### config.mk
export PLATFORM = sky130hd
export DESIGN_NAME = sc_gate_and_arbiter
export DESIGN_NICKNAME = d
export VERILOG_FILES = /design/src/rtl/sc_gate_and_arbiter.sv
export SDC_FILE = /design/constraint.sdc
export NUM_CORES = 1
export LEC_CHECK = 0
export ABC_AREA = 0
export CORE_ASPECT_RATIO = 0.8
export CORE_UTILIZATION = 25
export DETAILED_ROUTE_END_ITERATION = 10
export GPL_TIMING_DRIVEN = 0
export SYNTH_ARGS = -nofsm -noshare
export SYNTH_HDL_FRONTEND = slang
export SYNTH_SLANG_ARGS = --single-unit
### constraint.sdc
create_clock -name CLOCK_50 -period 2.1 [get_ports CLOCK_50]
set_clock_uncertainty 0.05 [all_clocks]
set_input_delay 0.63 -clock CLOCK_50 [delete_from_list [all_inputs] [get_ports CLOCK_50]]
set_output_delay 0.63 -clock CLOCK_50 [all_outputs]
set_load 0.01 [all_outputs]
### src/rtl/sc_gate_and_arbiter.sv
// sc_gate_and_arbiter
//
// Round-robin controller that time-shares one registered bitwise AND unit among
// up to NUM_REQ requesters. A transaction walks IDLE -> LOAD -> EXEC -> RESP:
// the winner is chosen in IDLE, granted and its operands captured in LOAD, the
// AND is registered in EXEC and the result is presented in RESP until the
// winner acknowledges it.
//
// Optional feature: define SC_GATE_AND_ARBITER_TIMEOUT_EN to bound the RESP
// wait to TIMEOUT_CYCLES cycles. On expiry the result is dropped and err_Out
// pulses for one cycle. With the macro undefined err_Out is constant 0 and
// TIMEOUT_CYCLES has no effect.
//
// All outputs are decoded from registered state only; there are no
// combinational input-to-output paths.

module sc_gate_and_arbiter #(
  parameter int unsigned NUM_REQ        = 4,
  parameter int unsigned DATA_WIDTH     = 8,
  parameter int unsigned ID_WIDTH       = 2,
  parameter int unsigned TIMEOUT_CYCLES = 16
) (
  input  logic                             CLOCK_50,
  input  logic                             RESET_InHigh,
  input  logic [NUM_REQ-1:0]               req_In,
  input  logic [NUM_REQ*DATA_WIDTH-1:0]    a_In,
  input  logic [NUM_REQ*DATA_WIDTH-1:0]    b_In,
  input  logic [NUM_REQ-1:0]               ack_In,
  output logic [NUM_REQ-1:0]               grant_Out,
  output logic                             valid_Out,
  output logic [DATA_WIDTH-1:0]            z_Out,
  output logic [ID_WIDTH-1:0]              id_Out,
  output logic                             busy_Out,
  output logic                             err_Out
);

  typedef enum logic [1:0] {
    StIdle = 2'd0,
    StLoad = 2'd1,
    StExec = 2'd2,
    StResp = 2'd3
  } state_e;

  state_e                  state_q, state_d;

  // ptr_q holds the most recently granted requester; search starts just past it.
  logic [ID_WIDTH-1:0]     ptr_q;
  logic [ID_WIDTH-1:0]     winner_q;
  logic [DATA_WIDTH-1:0]   op_a_q;
  logic [DATA_WIDTH-1:0]   op_b_q;
  logic [DATA_WIDTH-1:0]   z_q;

  logic                    pick_valid;
  logic [ID_WIDTH-1:0]     pick_idx;
  logic [ID_WIDTH-1:0]     cand_idx;
  int unsigned             cand;

  logic [DATA_WIDTH-1:0]   sel_a;
  logic [DATA_WIDTH-1:0]   sel_b;
  logic                    winner_ack;
  logic                    timeout;

  // Acknowledge from the current owner only; other ack bits are ignored.
  assign winner_ack = ack_In[winner_q];

  // Round-robin pick: first set request at ptr+1, ptr+2, ... modulo NUM_REQ.
  always_comb begin
    pick_valid = 1'b0;
    pick_idx   = '0;
    cand       = 0;
    cand_idx   = '0;
    for (int unsigned k = 1; k <= NUM_REQ; k++) begin
      cand     = (32'(ptr_q) + k) % NUM_REQ;
      cand_idx = ID_WIDTH'(cand);
      if (!pick_valid && req_In[cand_idx]) begin
        pick_valid = 1'b1;
        pick_idx   = cand_idx;
      end
    end
  end

  // Operand slice mux for the latched winner, built from constant slices.
  always_comb begin
    sel_a = '0;
    sel_b = '0;
    for (int unsigned i = 0; i < NUM_REQ; i++) begin
      if (winner_q == ID_WIDTH'(i)) begin
        sel_a = a_In[i*DATA_WIDTH +: DATA_WIDTH];
        sel_b = b_In[i*DATA_WIDTH +: DATA_WIDTH];
      end
    end
  end

`ifdef SC_GATE_AND_ARBITER_TIMEOUT_EN
  localparam int unsigned CntWidth = $clog2(TIMEOUT_CYCLES + 1);

  logic [CntWidth-1:0] cnt_q;
  logic                err_q;

  // Expires on the last RESP cycle of the window; a same-cycle ack still wins.
  assign timeout = (state_q == StResp) && !winner_ack &&
                   (cnt_q == CntWidth'(TIMEOUT_CYCLES - 1));

  // Count cycles spent in RESP and register the one-cycle error pulse.
  always_ff @(posedge CLOCK_50 or posedge RESET_InHigh) begin
    if (RESET_InHigh) begin
      cnt_q <= '0;
      err_q <= 1'b0;
    end else begin
      err_q <= timeout;
      if (state_q == StResp) begin
        cnt_q <= cnt_q + 1'b1;
      end else begin
        cnt_q <= '0;
      end
    end
  end

  assign err_Out = err_q;
`else
  assign timeout = 1'b0;
  assign err_Out = 1'b0;
`endif

  // State register.
  always_ff @(posedge CLOCK_50 or posedge RESET_InHigh) begin
    if (RESET_InHigh) begin
      state_q <= StIdle;
    end else begin
      state_q <= state_d;
    end
  end

  // Next-state logic; requests only matter in IDLE.
  always_comb begin
    state_d = state_q;
    unique case (state_q)
      StIdle: begin
        if (pick_valid) begin
          state_d = StLoad;
        end
      end
      StLoad: state_d = StExec;
      StExec: state_d = StResp;
      StResp: begin
        if (winner_ack || timeout) begin
          state_d = StIdle;
        end
      end
      default: state_d = StIdle;
    endcase
  end

  // Arbitration bookkeeping and the registered AND datapath.
  always_ff @(posedge CLOCK_50 or posedge RESET_InHigh) begin
    if (RESET_InHigh) begin
      ptr_q    <= ID_WIDTH'(NUM_REQ - 1);
      winner_q <= '0;
      op_a_q   <= '0;
      op_b_q   <= '0;
      z_q      <= '0;
    end else begin
      unique case (state_q)
        StIdle: begin
          if (pick_valid) begin
            winner_q <= pick_idx;
            ptr_q    <= pick_idx;
          end
        end
        StLoad: begin
          op_a_q <= sel_a;
          op_b_q <= sel_b;
        end
        StExec: begin
          z_q <= op_a_q & op_b_q;
        end
        default: ;
      endcase
    end
  end

  // Outputs decoded from registered state; result fields read 0 outside RESP.
  always_comb begin
    grant_Out = '0;
    for (int unsigned i = 0; i < NUM_REQ; i++) begin
      grant_Out[i] = (state_q == StLoad) && (winner_q == ID_WIDTH'(i));
    end
    valid_Out = (state_q == StResp);
    busy_Out  = (state_q != StIdle);
    z_Out     = valid_Out ? z_q : '0;
    id_Out    = valid_Out ? winner_q : '0;
  end

endmodule
* Word-level counts from Yosys, hierarchy flattened
Cells that the tools add are included.
** Storage, ports and cells
- Bits in registers :: 30
- Input port bits :: 74
- Output and inout port bits :: 17
- Word-level logic and storage cells :: 70
** Cells by class
- Add/subtract/negate cells :: 4
- $lt $le $gt $ge :: 5
- Eq/ne operators :: 8
- Mux-type cells :: 31
- Bitwise logic cells :: 1
- Reductions and logical operators :: 15
** Operator list (number)
- $mux W8 :: 9
- $lt A2 B3 Y1 const B :: 5
- $mux W2 :: 7
- $bmux W1 S2 :: 5
- $mux W1 :: 9
- $and A8 B8 Y8 :: 1
- $eq A2 B2 Y1 const B :: 4
- $pmux W2 S4 :: 1
- $logic_and A1 B1 Y1 :: 7
- $add A2 B1 Y2 const B :: 2
- $add A2 B2 Y2 const B :: 2
- $eq A2 B1 Y1 const B :: 2
- $logic_not A2 Y1 :: 2
- $reduce_and A2 Y1 :: 2
- $logic_not A1 Y1 :: 3
- $ne A2 B1 Y1 const B :: 1
- $ne A2 B2 Y1 const B :: 1
- $reduce_bool A2 Y1 :: 1

* Logic depth before layout (Yosys ltp)
Gate-level depths: netlist (run 1).
- Depth after elaboration :: 15
- Mapped depth :: 6
- Mapped depth without buffers :: 5

* Worst setup path before layout (run 1)
No wires, ideal clock.
- Kind :: register -> output
- Start :: register state_q[1]
- End :: output grant_Out[0]
- Data arrival time :: 1.275 ns
- Data required time :: 1.420 ns
- Slack :: 0.145 ns
- Cell stages (with the launch flop) :: 5
- Buffers on the path :: 1
- Path through :: dfrtp_1 inv_1 ha_1 clkbuf_1 nor3b_1
** On the way
- Word-level cells in the longest chain between the ends :: 2
** Ends and longest elaborated chain
- start, declared :: RTL line 44 : state_e state_q, state_d;
- start signal, assigned :: RTL line 128 : state_q <= StIdle;
- start signal, assigned :: RTL line 130 : state_q <= state_d;
- $eq A2 B1 Y1 :: RTL line 186 : grant_Out[i] = (state_q == StLoad) && (winner_q == ID_WIDTH'(i));
- $logic_and A1 B1 Y1 :: RTL line 186
- end, declared :: RTL line 29 : output logic [NUM_REQ-1:0] grant_Out,
Every way passes these cells.

* Worst setup path in the final report (run 1)
- Start :: register state_q[1]
- End :: output z_Out[3]
** On the way
- Word-level cells in the longest chain between the ends :: 2
** Ends and longest elaborated chain
- $eq A2 B2 Y1 :: RTL line 188 : valid_Out = (state_q == StResp);
- $mux W8 :: RTL line 190 : z_Out = valid_Out ? z_q : '0;
- end, declared :: RTL line 31 : output logic [DATA_WIDTH-1:0] z_Out,
Every way passes these cells.

==> results of run 1 <==
==> logic make-up after synthesis <==
family                     count (synthesis)  synth area share (%)
and+or+nand+nor                           37                  11.4
muxes                                     36                  31.7
DFF                                       30                  41.0
buffers and inverters                     25                  6.34
AOI/OAI and AO/OA                         18                  5.93
adders and majority gates                  5                  3.41
other                                      1                 0.204
==> stage by stage <==
stage | power [uW] | util (%) | cell area (um2) | std cells | hold slack [ns]
after floorplan | 2220 | - | 1840 | 152 | 0.414
after global placement | 2810 | 40.5 | 2840 | 328 | 0.434
after detailed placement | 2840 | 40.5 | 2840 | 328 | 0.436
after CTS | 3320 | 41.5 | 2900 | 338 | 0.443
after global routing | 3800 | 44.0 | 3080 | 344 | 0.463
final | 3510 | 44.0 | 3080 | 344 | 0.445
==> registers in the layout (all words and copies together) (netlist names) <==
signal	flops
op_b_q	8
z_q	8
winner_q	2
op_a_q	8
ptr_q	2
state_q	2
==> cell type report <==
| cell class | instances | share of cell area (%) |
|---|---|---|
| clock inverters | 1 | 0.163 |
| flip-flops and latches | 30 | 24.5 |
| multi-input cells | 97 | 33.1 |
| repair buffers | 98 | 31.8 |
| clock buffers | 7 | 2.80 |
| inverters | 15 | 1.83 |
| well taps | 87 | 3.54 |
| plain buffers | 9 | 2.28 |
==> routing by layer <==
metal  up-vias  part of all wire [%]  wire, um
met4         0                  0.21        10
met1       759                    46      2230
li1        751                     -         -
met3         2                   5.5       264
met2        38                    48      2340
met5         -                     0         0
==> repair_timing <==
item	CTS	global route
buffers inserted	2	5
pin swaps	0	8
endpoints found under the setup margin	16	9
resized for setup	61	35
endpoints found under the hold margin	0	0
cloned	0	1
hold buffers	0	0
==> worst max-delay path: cells and delay by family, from the launching register on <==
kind,cells,cell delay [ns]
adders and majority gates,1,0.17
buffers and inverters,3,0.41
DFF,1,0.42
and+or+nand+nor,1,0.13
==> how the worst max path moves through the flow <==
stage | to | slack [ns] | startpoint | cells after the start
2_1_floorplan | grant_Out[0] | 0.14 | state_q[1] | 4
3_3_place_gp | grant_Out[0] | -0.48 | state_q[1] | 5
3_5_place_dp | grant_Out[0] | -0.50 | state_q[1] | 5
4_1_cts | grant_Out[0] | -0.15 | state_q[1] | 5
5_1_grt | z_Out[3] | -0.03 | state_q[1] | 5
6_report | z_Out[3] | 0.009 | state_q[1] | 5
==> cell usage after synthesis (2+ instances only) <==
| cell | number | area, um2 |
|---|---|---|
| and2_1 | 10 | 62.6 |
| dfstp_2 | 2 | 52.6 |
| ha_1 | 5 | 62.6 |
| nor3b_1 | 3 | 22.5 |
| dfrtp_1 | 28 | 701 |
| nand3_1 | 8 | 40.0 |
| clkbuf_1 | 4 | 15.0 |
| buf_2 | 3 | 15.0 |
| mux4_2 | 16 | 360 |
| and3_1 | 2 | 12.5 |
| mux2i_1 | 3 | 30.0 |
| a21oi_1 | 3 | 15.0 |
| inv_1 | 15 | 56.3 |
| mux2_2 | 16 | 180 |
| o21ai_0 | 10 | 50.1 |
| buf_6 | 2 | 22.5 |
| nor2_1 | 2 | 7.51 |
| nand2_1 | 7 | 26.3 |
==> cells in the final DEF (no fill, tap or decap), drive strengths merged, types with 3 or more instances in the layout <==
cell type,count
a21oi,3
and2,10
buf,27
clkbuf,13
clkdlybuf4s50,73
dfrtp,28
ha,5
inv,15
mux2,17
mux2i,3
mux4,16
nand2,7
nand3,8
nor3b,3
o21ai,11
==> where the power goes <==
group	switching [uW]	internal, uW
clock	207	264
sequential	169	879
combinational	828	1160
total	1200	2300
==> results.md, run 1 <==
* Diodes inserted at 0
* Die area at 7690 um2
* Slowest-stage cell, CP: dfrtp_1
* P per Cell Area at 1140 nW/um2
* First-pass GRT wire length at 7.98 mm
* Grt ovf at 0
* Synth warn at 0
* Max_cap viols at 0
* Via/cell ratio at 4.51
* Post-synth EDFFs at 0
* Via count at 1550
* Register area at 753 um2
* Run status: finished with violations
* Longest Clk Path Bufs at 2
* RSZ-0062 raised after global routing: true
* CTS buffer count at 5
* Global routing's busiest layer: met2
* Period utilization at 99.5%
* Post-Syn Instances at 152
* Initial DRC Count at 51
* Crit path required time at 1.42 ns
* Setup ws final at 0.00950 ns
* Flop-to-flop setup slack at 0.09 ns
* Total wire length at 4.84 mm
* CTS clock-pin slew for the worst setup and hold paths at 0.07 ns
* Die Y at 78.6 um
* Sum Neg Setup Slack at 0 ns
* Hold Path End: ptr_q[1]
* DRC errors left at 8
* Worst slew margin at 59.6%
* Post-synth ARST share at 100%
* Max incr delay on CP at 0.42 ns
* Hold depth at 2
* RR Endpoint: state_q[1]
* Netlist cell types at 31
* Area of the multi-input gates at 1020 um2
* Failing checks: DRC
* RD Place Congestion at 0.743
* Number of global-route vias before repair at 1634
* Clk sinks at 30
* Final Max Tran Viols at 0
* Setup Viol. Count Final at 0
* Horiz. Die Dim at 97.8 um
* P_leak at 0.00129 uW
* Final-stage net count at 335
* Row cnt at 27
* Post-DP HPWL at 3.67 mm
* Final worst path period need at 2.09 ns
* Worst R2R Start: state_q[1]
* Crit Path Category: reg2out
* Synth Flop Type: dfrtp_1
* Highest clock rate at 0.478 GHz
* I/O Pins at 91
* Synthesized Nets at 231
* Worst vdd ir at 516 uV
* Sequential area share after synthesis at 41.0%
* Routed Antenna Nets at 0
* GR Util met2 at 22.5%
* Slew @ Worst Pin at 0.606 ns
* Startpoint types: register
* CP dominant cell by count: buf_6
* Antenna violations before repair at 0
* Htree depth at 2
* Hold wc startpoint: ptr_q[1]
* Mean Syn Cell Area at 12.1 um2
* Buffers on Ports at 89
* Fill cells at 660
* Root Buffer: clkbuf_8
* GRT Util Overall at 13.3%
* GR Util met3 at 3.65%
* Layout cell share with drive strength beyond 1 at 35.0%
* Placement Setup Slack at -0.497 ns
* Grt met1 use at 17.3%
* Worst Hold Class: reg2reg
* #FFs+latches synth at 30
* Core area at 6990 um2
* Mapped Area at 1840 um2
* Arr. time, crit path at 1.41 ns
* Largest net degree at the start of global routing at 31
* Wire length per cell at 14.1 um
* Drt first pass iters at 7
* CP Max Fanout at 5
* Reg2reg path depth at 8
* Initial core utilization at 26.2%
* Clk Latency, worst-skew pair at 0.27 ns
* Worst path cell trace: buf_6 -> ha_4 -> clkbuf_16 -> and2_4 -> buf_6
* Hold Vio Cnt, Final at 0
* Critical Path End Type: primary output
* Area delta synth->final at 67.7%
* CTS tree: done
Power figures use the tool's default switching activity.
==> inputs of run 2 (changes only) <==
--- a/config.mk
+++ b/config.mk
@@ -10,6 +10,7 @@
 export CORE_UTILIZATION = 25
 export DETAILED_ROUTE_END_ITERATION = 10
 export GPL_TIMING_DRIVEN = 0
+export SKIP_CTS_REPAIR_TIMING = 1
 export SYNTH_ARGS = -nofsm -noshare
 export SYNTH_HDL_FRONTEND = slang
 export SYNTH_SLANG_ARGS = --single-unit
==> run 2 against run 1 <==
  * The run ends with DRC, setup timing left
  * Design area fell by 1.4%
  * Sequential cell count did not move
  * Maximum frequency fell by 6.0%
  * Sequential share of layout area rose by 0.35 points
  * Routed wire length fell by 2.1%
  * Via count fell by 1.2%
  * Clock-buffer cell count did not move
  * Non-clock buffer count fell by 2
  * Combinational power fell by 8%
  * Hold slack barely moved
  * Sequential power barely moved
  * Highest routed layer unchanged
==> results.md, run 2 (same netlist as run 1, synthesis figures left out) <==
* Initial core utilization at 26.2%
* Critical Path End Type: primary output
* Slew @ Worst Pin at 0.589 ns
* Final worst path period need at 2.22 ns
* CTS tree: done
* Via/cell ratio at 4.48
* Seq pwr share at 31.1%
* Hold depth at 2
* Die area at 7690 um2
* Setup ws final at -0.123 ns
* Crit path required time at 1.42 ns
* RR Endpoint: op_a_q[2]
* Row cnt at 27
* Final-stage net count at 333
* Initial DRC Count at 54
* First-pass GRT wire length at 7.90 mm
* Arr. time, crit path at 1.54 ns
* Cell Area, Placed at 2840 um2
* Number of global-route vias before repair at 1638
* Final Instance Area at 3030 um2
* Period utilization at 106%
* Antenna violations before repair at 0
* Clk sinks at 30
* Max_cap viols at 0
* DRC errors left at 8
* Longest Clk Path Bufs at 2
* Highest clock rate at 0.450 GHz
* Post-DP HPWL at 3.67 mm
* GRT Util Overall at 13.1%
* Worst R2R Start: state_q[1]
* Failing checks: DRC, setup timing
* Grt ovf at 0
* Via count at 1531
* Hold Vio Cnt, Final at 0
* Dpl cells at 328
* CTS clock-pin slew for the worst setup and hold paths at 0.06 ns
* Routed Antenna Nets at 0
* Die Y at 78.6 um
* CTS buffer count at 5
* RSZ-0062 raised after global routing: true
* Logic pwr share at 54.9%
* Drt first pass iters at 7
* RD Place Congestion at 0.743
* Run status: finished with violations
* Commonest non-fill, non-tap cell in the layout: clkdlybuf4s50_1
* Worst slew margin at 60.7%
* Sw power at 1150 uW
* I/O Pins at 91
* Worst Hold Class: reg2reg
* Buffers on Ports at 89
* P per Cell Area at 1100 nW/um2
* Clk Latency, worst-skew pair at 0.27 ns
* Layout cell share with drive strength beyond 1 at 26.7%
* Worst vdd ir at 501 uV
* Hold Path End: ptr_q[1]
* Non-filler instance count after layout at 342
* Htree depth at 2
* Clock power frac at 14.0%
* Diodes inserted at 0
* Total wire length at 4.74 mm
* Largest net degree at the start of global routing at 31
* Startpoint types: register
* CP Max Fanout at 6
* Reg2reg path depth at 5
* Root Buffer: clkbuf_8
* Wire length per cell at 13.9 um
* Final Max Tran Viols at 0
* P_leak at 0.00142 uW
* Flop-to-flop setup slack at 0.26 ns
* Hold slack at 0.445 ns
* Commonest cells after routing, fill and taps aside: clkdlybuf4s50_1, dfrtp_1, mux4_2, mux2_2
* Sw Share at 34.2%
* Setup Viol. Count Final at 4
* Hold wc startpoint: ptr_q[1]
* Pint at 2210 uW
* Area delta synth->final at 65.3%
* Horiz. Die Dim at 97.8 um
* Core area at 6990 um2
* Crit Path Category: reg2out
* Biggest regs: op_a_q (8), op_b_q (8), z_q (8)
## run 2: worst max-delay path, stage by stage (launching register included)
cell and delay [ns]:
dfrtp_1 0.41, buf_4 0.15, inv_2 0.06, ha_2 0.18, buf_6 0.11, nor3b_1 0.18, clkbuf_2 0.17
## run 2: layer usage
layer | up-vias | wire, um | global-route usage, %
li1 | 747 | - | -
met1 | 742 | 2130 | 17.1
met2 | 40 | 2330 | 22.2
met3 | 2 | 275 | 3.83
met4 | 0 | 10 | 1.82
met5 | - | 0 | 0
## run 2: layout make-up
cell class | instances | area, um2
clock buffers | 7 | 86.3
repair buffers | 95 | 966
clock inverters | 1 | 5.00
fillers | 657 | 3960
well taps | 87 | 109
multi-input cells | 97 | 981
flip-flops and latches | 30 | 753
inverters | 15 | 56.3
plain buffers | 10 | 77.6
## run 2: power by group through the flow
stage | Sequential (uW) | Clock, uW | Combinational [uW]
6_report | 1040 | 468 | 1840
5_1_grt | 1090 | 517 | 2040
4_1_cts | 1050 | 487 | 1790
3_5_place_dp | 1050 | 0 | 1780
3_3_place_gp | 1050 | 0 | 1760
2_1_floorplan | 998 | 0 | 1220
## run 2: how the worst max path moves through the flow
| stage | from | endpoint | cells after the start |
|---|---|---|---|
| detailed placement | state_q[1] | grant_Out[0] | 5 |
| finish | state_q[1] | grant_Out[0] | 6 |
| floorplan | state_q[1] | grant_Out[0] | 4 |
| global route | state_q[1] | grant_Out[0] | 6 |
| CTS | state_q[1] | grant_Out[0] | 5 |
| global placement | state_q[1] | grant_Out[0] | 5 |
## run 2: metrics by stage
stage	setup slack [ns]	total power [uW]	TNS, ns	utilization, %
after floorplan	0.145	2220	0	-
after global placement	-0.481	2810	-5.42	40.5
after detailed placement	-0.497	2840	-6.90	40.5
after CTS	-0.809	3320	-9.23	41.9
after global routing	-0.190	3650	-0.522	43.4
final	-0.123	3350	-0.208	43.4
